$ cat src/rtl/mult_share_ctrl.sv
// Shares one sequential 16-bit multiplier among NREQ requesters.
// Define MULT_SHARE_RR_EN for round-robin; default is fixed priority.
module mult_share_ctrl #(
  parameter int NREQ    = 4,
  parameter int MUL_LAT = 17,
  parameter int RST_CYC = 1
) (
  input  logic              clk,
  input  logic              reset,
  input  logic [NREQ-1:0]   req_valid,
  output logic [NREQ-1:0]   req_ready,
  input  logic [16*NREQ-1:0] req_x,
  input  logic [16*NREQ-1:0] req_y,
  output logic [NREQ-1:0]   rsp_valid,
  output logic [15:0]       rsp_data,
  output logic              busy,
  output logic [15:0]       mul_x,
  output logic [15:0]       mul_y,
  output logic              mul_reset,
  input  logic [15:0]       mul_out
);

  localparam int IW   = (NREQ > 1) ? $clog2(NREQ) : 1;
  localparam int MAXC = (MUL_LAT > RST_CYC) ? MUL_LAT : RST_CYC;
  localparam int CW   = $clog2(MAXC + 1);
  localparam logic [CW-1:0] CLR_LD = CW'(RST_CYC - 1);
  localparam logic [CW-1:0] RUN_LD = CW'(MUL_LAT - 1);

  typedef enum logic [1:0] {
    IDLE,
    CLR,
    RUN,
    DONE
  } state_t;

  state_t          state_q, state_d;
  logic [CW-1:0]   cnt_q, cnt_d;
  logic [IW-1:0]   own_q, own_d;
  logic [15:0]     x_q, x_d;
  logic [15:0]     y_q, y_d;
  logic [15:0]     rd_q, rd_d;
  logic [IW-1:0]   grant;
  logic            gnt_vld;
  logic            xfer;

`ifdef MULT_SHARE_RR_EN
  logic [IW-1:0] ptr_q, ptr_d;
  logic [IW:0]   sum;
  logic [IW-1:0] ix;

  // Walk downwards so the candidate closest to the pointer wins.
  always_comb begin
    grant   = '0;
    gnt_vld = 1'b0;
    sum     = '0;
    ix      = '0;
    for (int k = NREQ - 1; k >= 0; k--) begin
      sum = {1'b0, ptr_q} + (IW+1)'(k);
      if (sum >= (IW+1)'(NREQ))
        sum = sum - (IW+1)'(NREQ);
      ix = sum[IW-1:0];
      if (req_valid[ix]) begin
        grant   = ix;
        gnt_vld = 1'b1;
      end
    end
  end

  always_comb begin
    ptr_d = ptr_q;
    if (xfer)
      ptr_d = (grant == IW'(NREQ - 1)) ? '0 : grant + 1'b1;
  end

  always_ff @(posedge clk) begin
    if (reset) ptr_q <= '0;
    else       ptr_q <= ptr_d;
  end
`else
  logic [IW-1:0] ix;

  always_comb begin
    grant   = '0;
    gnt_vld = 1'b0;
    ix      = '0;
    for (int k = NREQ - 1; k >= 0; k--) begin
      ix = IW'(k);
      if (req_valid[ix]) begin
        grant   = ix;
        gnt_vld = 1'b1;
      end
    end
  end
`endif

  assign xfer = (state_q == IDLE) && gnt_vld && !reset;

  always_comb begin
    req_ready = '0;
    if (xfer)
      req_ready[grant] = 1'b1;
  end

  always_comb begin
    state_d = state_q;
    cnt_d   = cnt_q;
    own_d   = own_q;
    x_d     = x_q;
    y_d     = y_q;
    rd_d    = rd_q;
    unique case (state_q)
      IDLE: begin
        if (gnt_vld) begin
          x_d     = req_x[{grant, 4'b0000} +: 16];
          y_d     = req_y[{grant, 4'b0000} +: 16];
          own_d   = grant;
          cnt_d   = CLR_LD;
          state_d = CLR;
        end
      end
      CLR: begin
        if (cnt_q == '0) begin
          cnt_d   = RUN_LD;
          state_d = RUN;
        end else begin
          cnt_d = cnt_q - 1'b1;
        end
      end
      RUN: begin
        if (cnt_q == '0) begin
          rd_d    = mul_out;
          state_d = DONE;
        end else begin
          cnt_d = cnt_q - 1'b1;
        end
      end
      DONE: state_d = IDLE;
      default: state_d = IDLE;
    endcase
  end

  always_ff @(posedge clk) begin
    if (reset) begin
      state_q <= IDLE;
      cnt_q   <= '0;
      own_q   <= '0;
      x_q     <= '0;
      y_q     <= '0;
      rd_q    <= '0;
    end else begin
      state_q <= state_d;
      cnt_q   <= cnt_d;
      own_q   <= own_d;
      x_q     <= x_d;
      y_q     <= y_d;
      rd_q    <= rd_d;
    end
  end

  always_comb begin
    rsp_valid = '0;
    if (state_q == DONE && !reset)
      rsp_valid[own_q] = 1'b1;
  end

  assign rsp_data  = rd_q;
  assign busy      = (state_q != IDLE);
  assign mul_x     = x_q;
  assign mul_y     = y_q;
  assign mul_reset = reset | (state_q == CLR);

endmodule

$ cat config.mk
export PLATFORM = sky130hd
export DESIGN_NAME = mult_share_ctrl
export DESIGN_NICKNAME = d
export VERILOG_FILES = /design/src/rtl/mult_share_ctrl.sv
export SDC_FILE = /design/constraint.sdc
export NUM_CORES = 1
export LEC_CHECK = 0
export ABC_CLOCK_PERIOD_IN_PS = 2700
export BUFFER_PORTS_ARGS = -buffer_cell sky130_fd_sc_hd__buf_4
export CAP_MARGIN = 20
export CELL_PAD_IN_SITES_DETAIL_PLACEMENT = 0
export CELL_PAD_IN_SITES_GLOBAL_PLACEMENT = 1
export CORE_ASPECT_RATIO = 1.2
export CORE_MARGIN = 2
export CORE_UTILIZATION = 34
export CTS_CLUSTER_SIZE = 10
export DETAILED_ROUTE_END_ITERATION = 12
export GPL_TIMING_DRIVEN = 0
export PLACE_DENSITY_LB_ADDON = 0.12
export SETUP_SLACK_MARGIN = 0.4
export SYNTH_ARGS = -nofsm -noshare
export SYNTH_HDL_FRONTEND = slang
export SYNTH_SLANG_ARGS = --single-unit
$ cat constraint.sdc
create_clock -name clk -period 2.7 [get_ports clk]
set_input_delay 0 -clock clk [delete_from_list [all_inputs] [get_ports clk]]
set_output_delay 0 -clock clk [all_outputs]
set_load 0.02 [all_outputs]
# After elaboration in Yosys (flattened, before gate mapping)
# Index checks and enable logic that the tools add are counted.
[op_classes] shift=2 order_cmp=4 reduce_logical=14 n_mux=22 n_eq_ne=7 n_bitwise=1 n_addsub=1
[ops] operator="indexed part select 64 x 7 -> 16 bit" n=2
[ops] operator="2-to-1 mux 5 bit" n=3
[ops] operator="one-hot mux 5 bit (3 select lines)" n=1
[ops] operator="2-to-1 mux 2 bit" n=7
[ops] operator="2-to-1 mux 4 bit" n=2
[ops] operator="inequality test 2 bit, second input constant" n=4
[ops] operator="one-hot mux 2 bit (4 select lines)" n=1
[ops] operator="< comparator 2 x 3 -> 1 bit, second input constant" n=2
[ops] operator="2-to-1 mux 1 bit" n=6
[ops] operator="AND reduction 3 bit" n=2
[ops] operator="logical AND 1 bit" n=5
[ops] operator="zero test 5 bit" n=1
[ops] operator="subtractor 5 x 1 -> 5 bit, second input constant" n=1
[ops] operator="demux 1 bit (select 2 bit)" n=2
[ops] operator="== test 2 bit, second input constant" n=2
[ops] operator=">= comparator 2 x 1 -> 1 bit, second input constant" n=2
[ops] operator="AND reduction 2 bit" n=2
[ops] operator="nonzero test 3 bit" n=1
[ops] operator="== test 2 x 1 -> 1 bit, second input constant" n=1
[ops] operator="zero test 2 bit" n=1
[ops] operator="nonzero test 2 bit" n=1
[ops] operator="zero test 1 bit" n=1
[ops] operator="bitwise OR 1 bit" n=1
[totals] reg_bits=57 inputBits=150 out_inout_bits=58

# Logic depth before layout (Yosys ltp)
# Gate-level depths: netlist of run 1.
[depth] depth_word=9 mapped_depth=8 mapped_depth_nobuf=6

# Least setup slack after synthesis of run 1
# OpenSTA, ideal clock, no wires.
[synth_path] path_kind="register to register" from="register state_q[0]" to="register x_q[0] (netlist: mul_x[0])" path_stages_with_launch=8 arrival_time_ns=1.585 setup_slack_ns=1.036 cell_sequence="dfxtp_1 inv_1 ha_1 inv_1 nor2_1 dlymetal6s2s_1 nor2_1 a211oi_2"
[synth_via] elab_chain_len=2
[synth_rtl] element="start: declaration" line="36" rtl="state_t state_q, state_d;"
[synth_rtl] element="start signal: assignment" line="151" rtl="state_q <= state_d;"
[synth_rtl] element="zero test 2 bit" line="111" rtl="unique case (state_q)"
[synth_rtl] element="AND reduction 2 bit (no source line)"
[synth_rtl] element="end signal: assignment" line="147" rtl="x_q <= '0;"
[synth_rtl] element="end signal: assignment" line="154" rtl="x_q <= x_d;"
[synth_rtl] element="end: declaration" line="39" rtl="logic [15:0] x_q, x_d;"
# No other way between the ends.
# A chain may end at the register's enable or synchronous reset.

# Worst setup path after layout of run 1
[layout_path] from="register state_q[0]" to="register y_q[12] (netlist: mul_y[12])"
[layout_via] elab_chain_len=2
[layout_rtl] element="zero test 2 bit" line="111"
[layout_rtl] element="AND reduction 2 bit (no source line)"
[layout_rtl] element="end signal: assignment" line="155" rtl="y_q <= y_d;"
[layout_rtl] element="end: declaration" line="40" rtl="logic [15:0] y_q, y_d;"
# No other way between the ends.

==> flow_summary.json, run 1 <==
{
  "synthSimpleGateAreaFrac_pct": 21.5,
  "insertion_delay_ns": 0.33,
  "cts.clk_slew.worst_paths_ns": 0.05,
  "grt_pass1_wl_um": 19500,
  "root_buffer": "clkbuf_16",
  "muxShareOfSynthArea_pct": 0.275,
  "hpwl_um": 9420,
  "critPathKind": "reg -> reg",
  "period_needed_ns": 2.01,
  "synthArstFlopShare_pct": 0,
  "synthAdderAreaFrac_pct": 2.41,
  "n_fill_cell": 1024,
  "timing.rr.end": "mul_y[12]",
  "grt_pass1_vias": 3871,
  "final_area_sq_um": 5780,
  "die_y_um": 117,
  "outcome": "finished, final reports clean",
  "syn_inst": 373,
  "r2r_slack_ns": 0.69,
  "clock_skew_ns": 0.00782,
  "p_per_area_nw_per_um2": 881,
  "synth_area_leaders": "dfxtp_1 (31%), a221oi_2 (11%), a211oi_2 (9.0%), a31oi_1 (5.7%), and3b_1 (4.6%)",
  "rows": 41,
  "coreArea_sq_um": 10500,
  "regArea_sq_um": 1140,
  "hold_buffers": 16,
  "yosysMostFrequentCell": "dfxtp_1",
  "whs_path_depth": 3,
  "cts_htree_levels": 3,
  "grt_max_degree": 11,
  "syn_avg_cell_area_sq_um": 9.74,
  "place_congestion": 0.796,
  "ys_warn_count": 0,
  "hold_class": "in -> reg",
  "ir_drop_uv": 433,
  "rr_startpoint": "state_q[0]",
  "die_area_sq_um": 11500,
  "synth_xor_area_share_pct": 0,
  "antenna_found_initial": 0,
  "synth_nets": 530,
  "setup_viol": 0,
  "tightest_slew_ns": 0.711,
  "worstPathMaxFanout": 10,
  "hold_slack_ns": 0.0142,
  "cp-startpoint": "state_q[0]",
  "synth_top_area_share_pct": 31.4,
  "p_leak_nw": 2.65,
  "cp.arrival_ns": 2.26,
  "fp.dieW_um": 98.4,
  "seq_area_frac_synth_pct": 31.4,
  "max_slew_margin_pct": 52.6,
  "post_dp_cell_area_sq_um": 5340,
  "final_hold_viol_count": 0,
  "cts_resized": 0,
  "required_ns": 2.95,
  "antenna_left": 0,
  "synth_top_family_by_area": "compound AO/OA/AOI/OAI gates",
  "yosys.area.top_type": "dfxtp_1",
  "multi_input_area_sq_um": 2110,
  "fin_tns_setup_ns": 0,
  "drv_slew": 0,
  "track_usage_pct": 21.4,
  "wl_per_cell_um": 17.1,
  "synth_area_sq_um": 3630,
  "synth-main-ff-cell": "dfxtp_1",
  "drt_pass1_iterations": 4,
  "worstHoldStart": "req_y[8]",
  "grt_overflow": 0,
  "vias_per_cell": 5.19,
  "ys_ff_latch": 57,
  "cts_buffers": 9,
  "via_count": 3836,
  "timing.critical_path.from_type": "flop",
  "endpoint_kind": "flop",
  "instances_no_fill": 739,
  "rsz0062_at_grt": "no",
  "synth_common_cells": "dfxtp_1 (57), nor2_1 (43), nand2_1 (35)",
  "max_cap_violations": 0,
  "n_antenna_cell": 0,
  "cts_tree": "yes",
  "drc": 0,
  "max_freq_mhz": 498,
  "cts_setup_buffers": 0,
  "placed_cells": 708,
  "finalCritPeriodShare_pct": 74.4,
  "wl_um": 12600,
  "layout-drive-gt1-share_pct": 52.0,
  "portBuffers": 206,
  "start_util_pct": 34.7,
  "area_growth_syn_to_layout_pct": 59.1,
  "io_pins": 208,
  "r2r_cells": 7,
  "synth-compound-area-share_pct": 33.8,
  "nets": 763,
  "drt_iter0_markers": 107,
  "synth_cell_types": 44,
  "crit_path_end": "mul_y[12]",
  "synth_edf_count": 0,
  "clockBufferDepth": 2,
  "clock-sinks": 57
}
[power by group]
part	switching (W)	internal, W	leakage [nW]
sequential	0.000157	0.00111	0.469
clock	0.000393	0.000685	0.144
combinational	0.00148	0.00126	2.04
[logic make-up (layout without fill, tap and decap cells)]
kind of cell             after synthesis  in the layout
AND/OR/NAND/NOR                      132            132
buffers and inverters                 44            281
AO/OA/AOI/OAI                        132            132
multiplexers                           1              1
adder cells (fa/ha/maj)                7              7
flip-flops                            57             57
[stage by stage]
stage,setup slack (ns),total power [W],util (%)
2_1_floorplan,1.04,0.00309,-
3_3_place_gp,0.711,0.00399,51.1
3_5_place_dp,0.669,0.00404,51.1
4_1_cts,0.656,0.00514,55.3
5_1_grt,0.480,0.00542,55.3
6_report,0.690,0.00509,55.3
[worst min path at each step]
stage and endpoint:
2_1_floorplan rsp_data[0], 3_3_place_gp rsp_data[8], 3_5_place_dp rsp_data[13], 4_1_cts mul_x[2]
5_1_grt mul_x[0], 6_report mul_y[8]
[placed cells by master (no fill, tap or decap), types with 16 or more instances in the layout]
master and instances:
nor2_1 43, dfxtp_1 57, nand2_1 35, and3b_1 19, a21oi_1 22, a211oi_2 26
a221oi_2 26, dlygate4sd3_1 16, a31oi_1 33, buf_4 207
[metal layers]
metal	GRT usage, %	wire, um	up-vias
met5	0	0	-
met4	8.22	238	0
met3	6.00	921	16
met2	38.9	6400	142
met1	23.9	5070	1793
li1	-	-	1885
[state kept, by name (all words and copies together), names as in the netlist]
register	count
rsp_data	16
cnt_q	5
mul_x	16
own_q	2
state_q	2
mul_y	16
[cell type report]
| class | count | share of cell area, % |
|---|---|---|
| Multi-Input combinational cell | 272 | 36.5 |
| Sequential cell | 57 | 19.7 |
| Clock buffer | 12 | 4.61 |
| Buffer | 38 | 6.23 |
| Tap cell | 129 | 2.79 |
| Timing Repair Buffer | 222 | 29.5 |
| Inverter | 6 | 0.389 |
| Clock inverter | 3 | 0.260 |
[critical path, cell delays in order, from the launching register on]
cell and delay, ns:
dfxtp_1 0.35, inv_1 0.12, ha_1 0.24, inv_1 0.12, nor2_1 0.38, dlymetal6s2s_1 0.41, nor2_1 0.11, a211oi_2 0.20
Power figures use the tool's default switching activity.
==> inputs of run 2 (changes only) <==
--- a/config.mk
+++ b/config.mk
@@ -5,14 +5,14 @@
 export SDC_FILE = /design/constraint.sdc
 export NUM_CORES = 1
 export LEC_CHECK = 0
-export ABC_CLOCK_PERIOD_IN_PS = 2700
+export ABC_CLOCK_PERIOD_IN_PS = 1600
 export BUFFER_PORTS_ARGS = -buffer_cell sky130_fd_sc_hd__buf_4
 export CAP_MARGIN = 20
 export CELL_PAD_IN_SITES_DETAIL_PLACEMENT = 0
 export CELL_PAD_IN_SITES_GLOBAL_PLACEMENT = 1
 export CORE_ASPECT_RATIO = 1.2
 export CORE_MARGIN = 2
-export CORE_UTILIZATION = 34
+export CORE_UTILIZATION = 29
 export CTS_CLUSTER_SIZE = 10
 export DETAILED_ROUTE_END_ITERATION = 12
 export GPL_TIMING_DRIVEN = 0
==> constraint.sdc (replaced) <==
create_clock -name clk -period 1.6 [get_ports clk]
set_input_delay 0 -clock clk [delete_from_list [all_inputs] [get_ports clk]]
set_output_delay 0 -clock clk [all_outputs]
set_load 0.02 [all_outputs]
==> run 2 against run 1 <==
  * Hold slack got worse by 0.0060 ns
  * Clock skew up 0.00052 ns
  * Non-clock buffer count increased by 38
  * Sequential share of layout area fell by 3.9 points
  * Power grew 140%
  * First-iteration DRC count fell by 15%
  * Largest cell class unchanged
  * Clock power up 98%
==> flow_summary.json, run 2 (synthesis results as in run 1) <==
{
  "max_freq_mhz": 641,
  "clock_skew_ns": 0.00834,
  "finalCritPeriodShare_pct": 97.5,
  "insertion_delay_ns": 0.33,
  "p_sw_w": 0.00466,
  "n_antenna_cell": 0,
  "hold-path-endpoint": "mul_y[4]",
  "grt_pass1_wl_um": 21400,
  "cts_buffers": 9,
  "max_cap_violations": 0,
  "p_per_area_nw_per_um2": 1670,
  "drt_pass1_iterations": 4,
  "hpwl_um": 10000,
  "outcome": "finished, final reports clean",
  "post_dp_cell_area_sq_um": 5570,
  "timing.rr.end": "state_q[1]",
  "whs_path_depth": 3,
  "post-route-util_pct": 59.6,
  "r2r_slack_ns": 0.04,
  "path_delay_family": "flip-flops",
  "drc": 0,
  "die_y_um": 127,
  "grtUsageMet1_pct": 23.0,
  "wl_per_cell_um": 18.2,
  "rows": 44,
  "layout_setup_ws_ns": 0.0395,
  "gr-usage-met2_pct": 36.5,
  "worstPathMaxFanout": 3,
  "portBuffers": 206,
  "period_needed_ns": 1.56,
  "start_util_pct": 29.9,
  "grt_pass1_vias": 4131,
  "antenna_found_initial": 0,
  "cp-startpoint": "cnt_q[0]",
  "required_ns": 1.80,
  "power_frac_seq_pct": 18.4,
  "critPathKind": "reg -> reg",
  "root_buffer": "clkbuf_16",
  "cts.clk_slew.worst_paths_ns": 0.05,
  "drv_slew": 0,
  "vias_per_cell": 5.08,
  "report.power.total_w": 0.0121,
  "grt_use_met3_pct": 6.12,
  "cts_tree": "yes",
  "final_area_sq_um": 7260,
  "layout_commonest_cell": "buf_4",
  "place_congestion": 0.740,
  "cpPeakStageDelay_ns": 0.32,
  "clock-sinks": 57,
  "die_area_sq_um": 13400,
  "setup_viol": 0,
  "worstPathCellList": "inv_2 > ha_4 > nor4b_4 > buf_4 > a2bb2oi_4 > mux2i_1 > nor2_1",
  "coreArea_sq_um": 12200,
  "crit_buf_inv": 2,
  "pwr-share-clk_pct": 17.7,
  "swShare_pct": 38.5,
  "timing.critical_path.from_type": "flop",
  "worstHoldStart": "req_y[36]",
  "nets": 801,
  "rr_startpoint": "cnt_q[0]",
  "combPwrFrac_pct": 64.0,
  "rsz0062_at_grt": "yes",
  "multi_input_area_sq_um": 2930,
  "cts_htree_levels": 3,
  "hold_class": "in -> reg",
  "gr-max-usage-layer": "met2",
  "instances_no_fill": 810,
  "via_count": 4111,
  "regArea_sq_um": 1150,
  "r2r_cells": 7,
  "clockBufferDepth": 2,
  "ir_drop_uv": 928,
  "max_slew_margin_pct": 38.1,
  "wl_um": 14700,
  "p_int_w": 0.00745,
  "placed_cells": 740,
  "grt_overflow": 0,
  "grt_max_degree": 11,
  "dpl_worst_slack_ns": -0.122,
  "drt_iter0_markers": 91,
  "antenna_left": 0,
  "cp.arrival_ns": 1.76,
  "io_pins": 208,
  "layout-drive-gt1-share_pct": 69.5,
  "p_leak_nw": 3.10,
  "n_fill_cell": 1016,
  "tightest_slew_ns": 0.928,
  "slowest_stage": "dfxtp_2",
  "fp.dieW_um": 106,
  "track_usage_pct": 20.4,
  "area_growth_syn_to_layout_pct": 99.6,
  "endpoint_kind": "flop",
  "final_hold_viol_count": 0,
  "layout_common_cells": "buf_4 (219), dfxtp_1 (53), nor2_1 (35), a31oi_1 (33), a211oi_2 (31)"
}
run 2: changes by cell type in the layout (fill, tap and decap cells not counted), sizes merged:
cell          before  now
bufinv             0    2
clkbuf            35   36
clkinvlp           0    2
inv                6    5
buf              219  256
dlygate4sd3       16   17
dlymetal6s2s       2    1
clkinv             3    1
run 2: stage by stage:
stage	TNS, ns	hold WS (ns)
floorplan	0	0.147
global placement	-0.909	0.263
detailed placement	-1.18	0.270
CTS	0	0.00107
global route	-0.0130	0.00804
finish	0	0.00815
run 2: final cells by class:
| type | count | share of cell area (%) |
|---|---|---|
| buffer | 38 | 5.62 |
| clock buffer | 12 | 3.54 |
| clock inverter | 4 | 1.03 |
| inverter | 6 | 0.552 |
| multi-input combinational | 272 | 40.4 |
| sequential | 57 | 15.9 |
| tap | 161 | 2.78 |
| timing repair buffer | 260 | 30.2 |
run 2: how the worst max path moves through the flow:
stage          slack [ns]      endpoint  depth (start not counted)
2_1_floorplan        0.17   rsp_data[0]                          8
3_3_place_gp        -0.09  rsp_data[10]                          7
3_5_place_dp        -0.12   rsp_data[9]                          7
4_1_cts              0.04  req_ready[3]                          7
5_1_grt            -0.009  req_ready[2]                          7
6_report             0.04    state_q[1]                          7
run 2: metal layers:
| metal | wire (um) | part of all wire [%] | vias up |
|---|---|---|---|
| li1 | - | - | 1976 |
| met1 | 5910 | 40 | 1980 |
| met2 | 7590 | 52 | 138 |
| met3 | 1000 | 6.8 | 17 |
| met4 | 222 | 1.5 | 0 |
| met5 | 0 | 0 | - |
run 2: timing repair:
action | 4_1_cts | 5_1_grt
hold buffers | 17 | 0
pin swaps | 48 | 29
gates cloned | 3 | 4
buffers inserted | 20 | 10
setup endpoints to repair | 67 | 67
resized for setup | 86 | 74
endpoints found under the hold margin | 17 | 0
run 2: worst register-to-register path, cell delays in order, from the launching register on:
cell and delay (ns):
dfxtp_2 0.32, inv_2 0.06, ha_4 0.13, nor4b_4 0.25, buf_4 0.20, a2bb2oi_4 0.19
mux2i_1 0.22, nor2_1 0.05
run 2: power groups by stage:
stage,Clock [W],Sequential (W),Combinational [W]
after floorplan,0,0.00264,0.00292
after global placement,0,0.00217,0.00497
after detailed placement,0,0.00219,0.00503
after CTS,0.00218,0.00219,0.00646
after global routing,0.00223,0.00228,0.00817
final,0.00214,0.00223,0.00775
==> inputs of run 3 (changes only) <==
--- a/config.mk
+++ b/config.mk
@@ -16,7 +16,7 @@
 export CTS_CLUSTER_SIZE = 10
 export DETAILED_ROUTE_END_ITERATION = 12
 export GPL_TIMING_DRIVEN = 0
-export PLACE_DENSITY_LB_ADDON = 0.12
+export PLACE_DENSITY = 0.9
 export SETUP_SLACK_MARGIN = 0.4
 export SYNTH_ARGS = -nofsm -noshare
 export SYNTH_HDL_FRONTEND = slang
==> run 3 against run 2 <==
  * Final cell count grew 0.74%
  * Maximum frequency shrank 2.4%
  * Power shrank 0.78%
  * Worst setup slack lost 0.038 ns
  * Largest power group unchanged
  * Highest routed layer unchanged
  * Count of clock-buffer cells in the layout shrank 1
  * Global-route usage grew 1.1 points
  * Combinational power grew 3.5%
  * Hold slack gained 0.0036 ns
  * Clock skew grew 0.0035 ns
  * Critical path depth is the same
  * Critical endpoint unchanged
==> flow_summary.json, run 3 (synthesis results as in run 1) <==
{
  "outcome": "finished, final reports clean",
  "final_hold_viol_count": 0,
  "drt_iter0_markers": 133,
  "p_per_area_nw_per_um2": 1660,
  "finalCritPeriodShare_pct": 99.9,
  "max_cap_violations": 0,
  "clockBufferDepth": 2,
  "vias_per_cell": 5.15,
  "clock_skew_ns": 0.0118,
  "max_freq_mhz": 625,
  "ir_drop_uv": 859,
  "place_congestion": 0.767,
  "cp-startpoint": "cnt_q[1]",
  "p_leak_nw": 3.09,
  "drc": 0,
  "post_dp_cell_area_sq_um": 5570,
  "timing.critical_path.from_type": "flop",
  "rr_startpoint": "cnt_q[1]",
  "setup_viol": 0,
  "layout_commonest_cell": "buf_4",
  "insertion_delay_ns": 0.33,
  "wl_um": 15700,
  "r2r_cells": 7,
  "rows": 44,
  "antenna_found_initial": 0,
  "critPathKind": "reg -> reg",
  "r2r_slack_ns": 0.001,
  "crit_path_end": "state_q[1]",
  "hpwl_um": 10100,
  "grt_overflow": 0,
  "cts_tree": "yes",
  "cts_htree_levels": 3,
  "hold_class": "in -> reg",
  "regArea_sq_um": 1150,
  "clock-sinks": 57,
  "n_antenna_cell": 0,
  "n_fill_cell": 984,
  "root_buffer": "clkbuf_16",
  "grt_pass1_wl_um": 22800,
  "grt_pass1_vias": 4409,
  "io_pins": 208,
  "nets": 808,
  "timing.rr.end": "state_q[1]",
  "layout-drive-gt1-share_pct": 69.2,
  "start_util_pct": 29.9,
  "cts.clk_slew.worst_paths_ns": 0.06,
  "required_ns": 1.80,
  "multi_input_area_sq_um": 2920,
  "via_count": 4201,
  "cts_buffers": 9,
  "die_y_um": 127,
  "endpoint_kind": "flop",
  "wl_per_cell_um": 19.3,
  "rsz0062_at_grt": "yes",
  "drt_pass1_iterations": 4,
  "report.power.total_w": 0.0120,
  "worstPathMaxFanout": 3,
  "period_needed_ns": 1.60,
  "area_growth_syn_to_layout_pct": 99.4,
  "final_area_sq_um": 7250,
  "grt_max_degree": 11,
  "track_usage_pct": 21.5,
  "drv_slew": 0,
  "tightest_slew_ns": 1.07,
  "coreArea_sq_um": 12200,
  "cp.arrival_ns": 1.80,
  "portBuffers": 206,
  "fp.dieW_um": 106,
  "max_slew_margin_pct": 28.7,
  "antenna_left": 0,
  "die_area_sq_um": 13400,
  "layout_common_cells": "buf_4 (216), dfxtp_1 (53), a31oi_1 (33), a211oi_2 (31), buf_6 (26)"
}
## run 3: changes by cell type in the layout (fill, tap and decap cells not counted), sizes merged
cell,before,now
buf,256,262
bufinv,2,0
clkbuf,36,35
clkinv,1,4
clkinvlp,2,0
dlygate4sd3,17,18
inv,5,6
## run 3: how the worst min path moves through the flow
stage	startpoint	to	slack, ns	depth (start not counted)
after floorplan	mul_out[0]	rsp_data[0]	0.15	2
after global placement	mul_out[7]	rsp_data[7]	0.26	3
after CTS	req_x[59]	mul_x[11]	0.00005	3
after detailed placement	mul_out[13]	rsp_data[13]	0.27	3
final	req_y[35]	mul_y[3]	0.01	3
after global routing	req_x[61]	mul_x[13]	0.02	3
## run 3: critical path, cell delays in order (launching register included)
cell and delay [ns]:
dfxtp_2 0.32, inv_2 0.07, ha_4 0.13, nor4b_4 0.30, buf_4 0.20, a2bb2oi_4 0.18, mux2i_1 0.22, nor2_1 0.05
## run 3: final cells by class
type	count	area share, %
inverters	6	0.483
multi-input cells	272	40.3
flip-flops and latches	57	15.9
clock buffers	11	3.35
repair buffers	267	31.3
plain buffers	38	5.63
clock inverters	4	0.276
well taps	161	2.78
## run 3: report_power, final
part	internal, W	switching, W	total, W
Sequential	0.00190	0.000369	0.00226
Clock	0.00107	0.000673	0.00174
Combinational	0.00427	0.00375	0.00802
## run 3: layer usage
metal,part of all wire (%),vias to the layer above,track usage [%],wire length (um)
met4,2.0,0,7.43,318
li1,-,1982,-,-
met2,52,160,39.5,8260
met3,6.2,24,5.50,979
met5,0,-,0,0
met1,39,2035,23.7,6180
## run 3: timing repair
item | in CTS | in global routing
setup buffers | 29 | 9
cloned | 2 | 3
hold buffers | 18 | 0
hold endpoints to repair | 18 | 0
pin swaps | 46 | 34
endpoints found under the setup margin | 67 | 67
resized for setup | 95 | 70
## run 3: metrics by stage
stage | utilization, % | TNS [ns] | cells | hold WS (ns) | worst slack [ns]
floorplan | - | 0 | 373 | 0.147 | 0.169
global placement | 45.8 | -0.266 | 740 | 0.264 | -0.0512
detailed placement | 45.8 | -1.15 | 740 | 0.271 | -0.0802
CTS | 55.4 | 0 | 804 | 0.0000532 | 0.0225
global route | 59.6 | -0.277 | 816 | 0.0165 | -0.0918
finish | 59.6 | 0 | 816 | 0.0118 | 0.00114
